[config.mk]
export PLATFORM = sky130hd
export DESIGN_NAME = pipelined_decoder
export DESIGN_NICKNAME = d
export VERILOG_FILES = /design/src/rtl/pipelined_decoder.sv
export SDC_FILE = /design/constraint.sdc
export NUM_CORES = 1
export LEC_CHECK = 0
export BUFFER_PORTS_ARGS = -buffer_cell sky130_fd_sc_hd__buf_2
export CORE_MARGIN = 2
export CORE_UTILIZATION = 43
export DETAILED_ROUTE_END_ITERATION = 10
export PLACE_DENSITY = 0.68
export SYNTH_ARGS = -nofsm -noshare
export SYNTH_HDL_FRONTEND = slang
export SYNTH_SLANG_ARGS = --single-unit
[constraint.sdc]
create_clock -name clk -period 9.95 [get_ports clk]
set_input_delay 0.995 -clock clk [delete_from_list [all_inputs] [get_ports clk]]
set_output_delay 0.995 -clock clk [all_outputs]
set_load 0.02 [all_outputs]
[src/rtl/pipelined_decoder.sv]
// rtl/pipelined_decoder.sv - registered RV32 main-control decoder with a flow-controlled FIFO
//
// Decodes each accepted instruction into its control bundle and queues it,
// together with the PC and register fields, in a DEPTH-entry circular FIFO.
//
// Ports:
//   clk, rst_n            clock, asynchronous active-low reset
//   flush                 synchronous discard of all queued entries and illegal_seen
//   in_valid/in_ready     upstream handshake; in_instr, in_pc carried in
//   out_valid/out_ready   downstream handshake for the head entry
//   RegWrite..Illegal     1-bit control bits of the head entry
//   ImmSrc, ALUOp, ResultSrc  multi-bit control fields of the head entry
//   rd, rs1, rs2, funct3, funct7b5, pc  passthrough fields of the head entry
//   illegal_seen          sticky flag, set when an illegal entry is accepted
module pipelined_decoder #(
  parameter int DEPTH    = 2,
  parameter int PC_W     = 32,
  parameter int ENABLE_M = 1
) (
  input  logic            clk,
  input  logic            rst_n,
  input  logic            flush,
  input  logic            in_valid,
  output logic            in_ready,
  input  logic [31:0]     in_instr,
  input  logic [PC_W-1:0] in_pc,
  output logic            out_valid,
  input  logic            out_ready,
  output logic            RegWrite,
  output logic            ALUSrc,
  output logic            MemWrite,
  output logic            Branch,
  output logic            Jump,
  output logic            PcOp,
  output logic            MulDiv,
  output logic            Illegal,
  output logic [2:0]      ImmSrc,
  output logic [1:0]      ALUOp,
  output logic [1:0]      ResultSrc,
  output logic [4:0]      rd,
  output logic [4:0]      rs1,
  output logic [4:0]      rs2,
  output logic [2:0]      funct3,
  output logic            funct7b5,
  output logic [PC_W-1:0] pc,
  output logic            illegal_seen
);

  localparam int PTR_W   = (DEPTH > 1) ? $clog2(DEPTH) : 1;
  localparam int CNT_W   = $clog2(DEPTH + 1);
  localparam int CTRL_W  = 15;
  localparam int ENTRY_W = CTRL_W + 19 + PC_W;

  // Decoder outputs for the instruction currently offered on in_instr.
  logic       dec_reg_write, dec_alu_src, dec_mem_write, dec_branch;
  logic       dec_jump, dec_pc_op, dec_mul_div, dec_illegal;
  logic [2:0] dec_imm_src;
  logic [1:0] dec_alu_op, dec_result_src;

  logic [6:0] opcode;
  logic [6:0] funct7;

  assign opcode = in_instr[6:0];
  assign funct7 = in_instr[31:25];

  always_comb begin
    dec_reg_write  = 1'b0;
    dec_alu_src    = 1'b0;
    dec_mem_write  = 1'b0;
    dec_branch     = 1'b0;
    dec_jump       = 1'b0;
    dec_pc_op      = 1'b0;
    dec_mul_div    = 1'b0;
    dec_illegal    = 1'b0;
    dec_imm_src    = 3'b000;
    dec_alu_op     = 2'b00;
    dec_result_src = 2'b00;
    case (opcode)
      7'b0000011: begin  // LOAD
        dec_reg_write  = 1'b1;
        dec_imm_src    = 3'b001;
        dec_alu_src    = 1'b1;
        dec_result_src = 2'b01;
      end
      7'b0010011: begin  // OP-IMM
        dec_reg_write = 1'b1;
        dec_imm_src   = 3'b001;
        dec_alu_src   = 1'b1;
        dec_alu_op    = 2'b10;
      end
      7'b0100011: begin  // STORE
        dec_imm_src   = 3'b010;
        dec_alu_src   = 1'b1;
        dec_mem_write = 1'b1;
      end
      7'b0110011: begin  // OP, optionally RV32M
        if (funct7 == 7'b0000000 || funct7 == 7'b0100000) begin
          dec_reg_write = 1'b1;
          dec_alu_op    = 2'b10;
        end else if (ENABLE_M != 0 && funct7 == 7'b0000001) begin
          dec_reg_write = 1'b1;
          dec_alu_op    = 2'b11;
          dec_mul_div   = 1'b1;
        end else begin
          dec_illegal = 1'b1;
        end
      end
      7'b1100011: begin  // BRANCH
        dec_imm_src = 3'b011;
        dec_branch  = 1'b1;
        dec_alu_op  = 2'b01;
      end
      7'b0110111: begin  // LUI
        dec_reg_write = 1'b1;
        dec_imm_src   = 3'b100;
        dec_alu_src   = 1'b1;
      end
      7'b0010111: begin  // AUIPC
        dec_reg_write  = 1'b1;
        dec_imm_src    = 3'b100;
        dec_alu_src    = 1'b1;
        dec_result_src = 2'b11;
      end
      7'b1101111: begin  // JAL
        dec_reg_write  = 1'b1;
        dec_imm_src    = 3'b101;
        dec_alu_src    = 1'b1;
        dec_result_src = 2'b10;
        dec_jump       = 1'b1;
      end
      7'b1100111: begin  // JALR: target comes from rs1, hence PcOp
        dec_reg_write  = 1'b1;
        dec_imm_src    = 3'b001;
        dec_alu_src    = 1'b1;
        dec_result_src = 2'b10;
        dec_jump       = 1'b1;
        dec_alu_op     = 2'b10;
        dec_pc_op      = 1'b1;
      end
      default: dec_illegal = 1'b1;
    endcase
  end

  logic [ENTRY_W-1:0] entry_d;
  assign entry_d = {dec_reg_write, dec_alu_src, dec_mem_write, dec_branch,
                    dec_jump, dec_pc_op, dec_mul_div, dec_illegal,
                    dec_imm_src, dec_alu_op, dec_result_src,
                    in_instr[11:7], in_instr[19:15], in_instr[24:20],
                    in_instr[14:12], in_instr[30], in_pc};

  // FIFO state
  logic [PTR_W-1:0]   rd_ptr_q, rd_ptr_d;
  logic [PTR_W-1:0]   wr_ptr_q, wr_ptr_d;
  logic [CNT_W-1:0]   count_q, count_d;
  logic               illegal_seen_q, illegal_seen_d;
  logic [ENTRY_W-1:0] mem_q [DEPTH];

  logic push, pop;

  function automatic logic [PTR_W-1:0] ptr_inc(input logic [PTR_W-1:0] p);
    return (p == PTR_W'(DEPTH - 1)) ? '0 : p + PTR_W'(1);
  endfunction

  // in_ready comes from the registered count only, so a full FIFO never
  // accepts in the same cycle it pops.
  assign in_ready  = (count_q != CNT_W'(DEPTH));
  assign out_valid = (count_q != '0);
  assign push      = in_valid && in_ready && !flush;
  assign pop       = out_valid && out_ready && !flush;

  always_comb begin
    rd_ptr_d       = rd_ptr_q;
    wr_ptr_d       = wr_ptr_q;
    count_d        = count_q;
    illegal_seen_d = illegal_seen_q;
    if (flush) begin
      rd_ptr_d       = '0;
      wr_ptr_d       = '0;
      count_d        = '0;
      illegal_seen_d = 1'b0;
    end else begin
      if (push) wr_ptr_d = ptr_inc(wr_ptr_q);
      if (pop)  rd_ptr_d = ptr_inc(rd_ptr_q);
      case ({push, pop})
        2'b10:   count_d = count_q + CNT_W'(1);
        2'b01:   count_d = count_q - CNT_W'(1);
        default: count_d = count_q;
      endcase
      if (push && dec_illegal) illegal_seen_d = 1'b1;
    end
  end

  always_ff @(posedge clk or negedge rst_n) begin
    if (!rst_n) begin
      rd_ptr_q       <= '0;
      wr_ptr_q       <= '0;
      count_q        <= '0;
      illegal_seen_q <= 1'b0;
    end else begin
      rd_ptr_q       <= rd_ptr_d;
      wr_ptr_q       <= wr_ptr_d;
      count_q        <= count_d;
      illegal_seen_q <= illegal_seen_d;
    end
  end

  // Payload storage needs no reset: it is only visible while out_valid is set.
  always_ff @(posedge clk) begin
    if (push) mem_q[wr_ptr_q] <= entry_d;
  end

  logic [ENTRY_W-1:0] head;
  assign head = out_valid ? mem_q[rd_ptr_q] : '0;

  assign {RegWrite, ALUSrc, MemWrite, Branch, Jump, PcOp, MulDiv, Illegal,
          ImmSrc, ALUOp, ResultSrc, rd, rs1, rs2, funct3, funct7b5, pc} = head;

  assign illegal_seen = illegal_seen_q;

endmodule

## After elaboration in Yosys (flattened, before gate mapping)

Memory sizes are Yosys's and may differ from the RTL's.
Cells that the tools add are included.
Widths: inputs -> output; s select.

| operators by class | value |
|---|---|
| add/subtract/negate cells | 4 |
| eq/ne operators | 14 |
| multiplexer cells | 31 |
| reduce and logical (&&, ||, !) cells | 20 |

Operators with widths:

| kind | number |
|---|---|
| $mux 66 | 1 |
| $eq 7x6->1 const B | 4 |
| $eq 7x7->1 const B | 3 |
| $mux 1 | 21 |
| $pmux 3 s5 | 1 |
| $eq 7x5->1 const B | 2 |
| $pmux 2 s3 | 2 |
| $reduce_bool 2->1 | 4 |
| $reduce_or 8->1 | 1 |
| $eq 7x1->1 const B | 1 |
| $eq 7x2->1 const B | 1 |
| $logic_not 7->1 | 1 |
| $reduce_or 7->1 | 1 |
| $mux 2 | 3 |
| $reduce_or 2->1 | 3 |
| $reduce_or 6->1 | 1 |
| $logic_and 1x1->1 | 5 |
| $pmux 1 s2 | 2 |
| $pmux 2 s2 | 1 |
| $reduce_bool 3->1 | 1 |
| $reduce_or 3->1 | 1 |
| $add 1x1->1 const B | 2 |
| $add 2x1->2 const B | 1 |
| $eq 2x1->1 const B | 1 |
| 5 further kinds | 5 |

| word-level totals | value |
|---|---|
| bits in writable memories | 132 |
| output and inout bits | 69 |
| memories | 1 |
| input port bits | 69 |
| register bits | 5 |

Memory list:

| name | words | width | rd ports | clocked after memory_dff | write ports | RTL line | source |
|---|---|---|---|---|---|---|---|
| mem_q | 2 | 66 | 1 | 0 | 1 | 156 | `logic [ENTRY_W-1:0] mem_q [DEPTH];` |

## Longest topological paths before layout

| depth | value |
|---|---|
| depth in word-level cells | 7 |
| depth in mapped cells | 5 |
| gate-level depth less buffers | 5 |

## Worst setup path after synthesis

Ideal clock, no wire load.

| path | value |
|---|---|
| path kind | input -> register |
| start | input flush |
| end | memory mem_q[0][0] (netlist name), enable pin |
| cell stages on the path | 1 |
| setup slack | 3.782 ns |
| data arrival time | 5.596 ns |
| library setup time | 0.572 ns |
| path through | nor3_1 |

| on the way | value |
|---|---|
| word-level cells in the longest chain between the ends | 4 |

RTL lines:

| element | RTL line | source |
|---|---|---|
| start, declared | 22 | `input logic flush,` |
| $logic_not 1->1 | 168 | `assign push = in_valid && in_ready && !flush;` |
| $logic_and 1x1->1 | 168 |  |
| $mux 1 | 209 | `if (push) mem_q[wr_ptr_q] <= entry_d;` |
| $mux 1 (implied by the code) | 209 |  |
| end, declared | 156 |  |

Every way passes these cells.

## Worst setup path after layout

| path | value |
|---|---|
| start | register rd_ptr_q |
| end | output MemWrite |

| on the way | value |
|---|---|
| word-level cells in the longest chain between the ends | 2 |

RTL lines:

| element | RTL line | source |
|---|---|---|
| start, declared | 152 | `logic [PTR_W-1:0] rd_ptr_q, rd_ptr_d;` |
| start signal, assigned | 200 | `rd_ptr_q <= rd_ptr_d;` |
| $mem_v2 2x66 | - |  |
| $mux 66 | 213 | `assign head = out_valid ? mem_q[rd_ptr_q] : '0;` |
| end, declared | 31 | `output logic MemWrite,` |

Every way passes these cells.

==> impl_metrics.tcl <==
set metrics [dict create \
    placeableCoreArea_mm2 0.0126 \
    status "finished, final reports clean" \
    avgSynthCellArea_um2 15.4 \
    layout_common_cells "buf_2, edfxtp_1, nor2_1, mux2i_1, clkbuf_16" \
    crit_path_end "MemWrite" \
    wl_per_cell_um 15.3 \
    fillerInstances 1046 \
    start_kind "flop" \
    setup_viol 0 \
    cts_max_level 4 \
    clock_power_share_pct 44.0 \
    placed_area_mm2 0.00637 \
    grt_pass1_vias 3201 \
    finalNonFillerCells 684 \
    ff2ff_path_depth 4 \
    postSynthCellCount 356 \
    antenna_left 0 \
    cp_data_arrival_time_ps 2270 \
    power_frac_comb_pct 9.7 \
    insertion_delay_ps 410 \
    antenna_found_initial 0 \
    final_util_pct 55.5 \
    slowest_stage "dfrtp_4" \
    netlist_area_mm2 0.00550 \
    hold_buffers 0 \
    drtIter0Drc 199 \
    clock.fmax_ghz 0.306 \
    yosys.area.top_type_share_pct 72.1 \
    synth_largest_area_cell "edfxtp_1" \
    critPathKind "flop to primary output" \
    multiInputGateArea_mm2 0.00134 \
    p_per_area_mw_per_mm2 210 \
    yosysWarnings 0 \
    cts_root_buf "clkbuf_16" \
    start_util_pct 43.8 \
    r2r_start "count_q[0]" \
    via_count 3361 \
    drtPass1Iterations 6 \
    seqCellArea_mm2 0.00409 \
    grt_first_pass_wirelength_mm 15.8 \
    die_h_um 117 \
    drt_wl_total_mm 10.5 \
    crit_fanout 67 \
    path_cells "mux2i_1 > nor2_1 > buf_2" \
    hp-class "input port to async pin" \
    cts.reportedPaths.clkPinSlew_ps 60 \
    vdd_drop_max_uv 102 \
    cp-startpoint "rd_ptr_q" \
    diodes 0 \
    port_buffers 137 \
    synth_nets 425 \
    slew_headroom_pct 17.7 \
    ys_ff_latch 137 \
    cp.buffers_inverters 1 \
    p_leak_nw 2.68 \
    grtUsageTotal_pct 15.7 \
    cap_viol_max_count 0 \
    pre_cts_ws_ps 7100 \
    design_area_mm2 0.00698 \
    rsz0062_at_grt "false" \
    syn2layout_area_growth_pct 26.9 \
    tritoncts "yes" \
    cts_setup_buffers 0 \
    cp-end-kind "primary output" \
    drc_errors 0 \
    synth_edf_count 132 \
    routed_via_density 4.91 \
    hold_viol 0 \
    period_share_pct 32.8 \
    dp_cells 652 \
    grt_start_max_net_pins 68 \
    fp-row-count 41 \
    worst-slew-pin-transition_ps 1230 \
    setup_ws_ps 6690 \
    die_x_um 117 \
    ys_types 36 \
    synth_area_leaders "edfxtp_1, mux2i_1, nor2_1" \
    skew_ps 3.54 \
    place_congestion 0.838 \
    cts_buffer_depth 2 \
    maxSlewViolCount 0 \
    sw_frac_of_total_pct 22.7 \
    p_switching_mw 0.333 \
    dieArea_mm2 0.0137 \
    cts_made_buffers 17 \
    async_reset_ff_share_pct 3.65 \
    slowest_delay_ps 1190 \
    finalSetupTns_ps 0 \
    fin_hold_ws_ps 387 \
    ios 138 \
    reg2reg_to "mem_q[1][45]" \
    crit_family "flip-flops" \
    layout.nets 568 \
    critPathRequiredTime_ps 8960 \
    period_needed_ps 3260 \
    reg2reg_slack_ps 7830 \
    synthFlopType "edfxtp_1" \
    ys_seq_area_share_pct 74.4 \
    cts_resized 0 \
    intPower_mw 1.13 \
    post-dp-hpwl_mm 6.59 \
    drive_gt1_share_pct 35.4 \
    finalPower_mw 1.46 \
    clock-sinks 137 \
    mostFrequentLayoutCell "buf_2" \
    cp.depth 3 \
    seq_power_share_pct 46.3 \
    overflow 0 \
]
registers in the layout (all words and copies together) (netlist names):
register,count
wr_ptr_q,1
count_q,2
rd_ptr_q,1
illegal_seen,1
mem_q,132
worst min path at each step:
stage,start,endpoint
2_1_floorplan,wr_ptr_q,wr_ptr_q
3_3_place_gp,illegal_seen,illegal_seen
3_5_place_dp,illegal_seen,illegal_seen
4_1_cts,rst_n,rd_ptr_q
5_1_grt,rst_n,rd_ptr_q
6_report,rst_n,rd_ptr_q
synthesized netlist by cell type (all sizes together) (2+ instances only):
library cell  instances
edfxtp              132
nor2                 80
mux2i                67
buf                  13
nand2                 9
nor3                  6
dfrtp                 5
inv                   4
nand2b                4
a21oi                 3
and2                  3
clkbuf                3
nor4                  3
a31oi                 2
nand3                 2
nand3b                2
or2                   2
xor2                  2
layer usage:
metal | up-vias | global-route usage, % | routed length, um
met2 | 110 | 25.9 | 5120
met1 | 1634 | 19.4 | 4580
met3 | 15 | 4.58 | 632
met4 | 0 | 6.90 | 159
met5 | - | 0 | 0
li1 | 1602 | - | -
cell type report:
class                      count  share of cell area (%)
clock buffer                  19                    6.20
clock inverter                13                    2.55
inverter                       4                   0.215
multi-input combinational    199                    19.2
sequential                   137                    58.7
tap                          172                    3.08
timing repair buffer         140                    10.1
worst reg2reg max path, delay by kind of cell (launching register included):
kind	cells	cell delay, ps
AND/OR/NAND/NOR	4	1240
flip-flops	1	450
cells by family (layout without fill, tap and decap cells):
| family | Yosys count | after routing | synth area share (%) |
|---|---|---|---|
| buf+inv | 20 | 176 | 1.62 |
| compound gates | 12 | 12 | 1.71 |
| flops | 137 | 137 | 74.4 |
| simple gates | 118 | 118 | 9.81 |
| mux | 67 | 67 | 12.2 |
| xor+xnor | 2 | 2 | 0.319 |
power by group through the flow:
stage          logic, mW  clock network [mW]  registers (mW)
5_1_grt            0.156               0.681           0.680
6_report           0.142               0.643           0.678
3_3_place_gp       0.142                   0           0.689
2_1_floorplan     0.0993                   0           0.678
4_1_cts            0.145               0.655           0.678
3_5_place_dp       0.145                   0           0.690
Note: power is estimated with default switching activity, not from simulation.
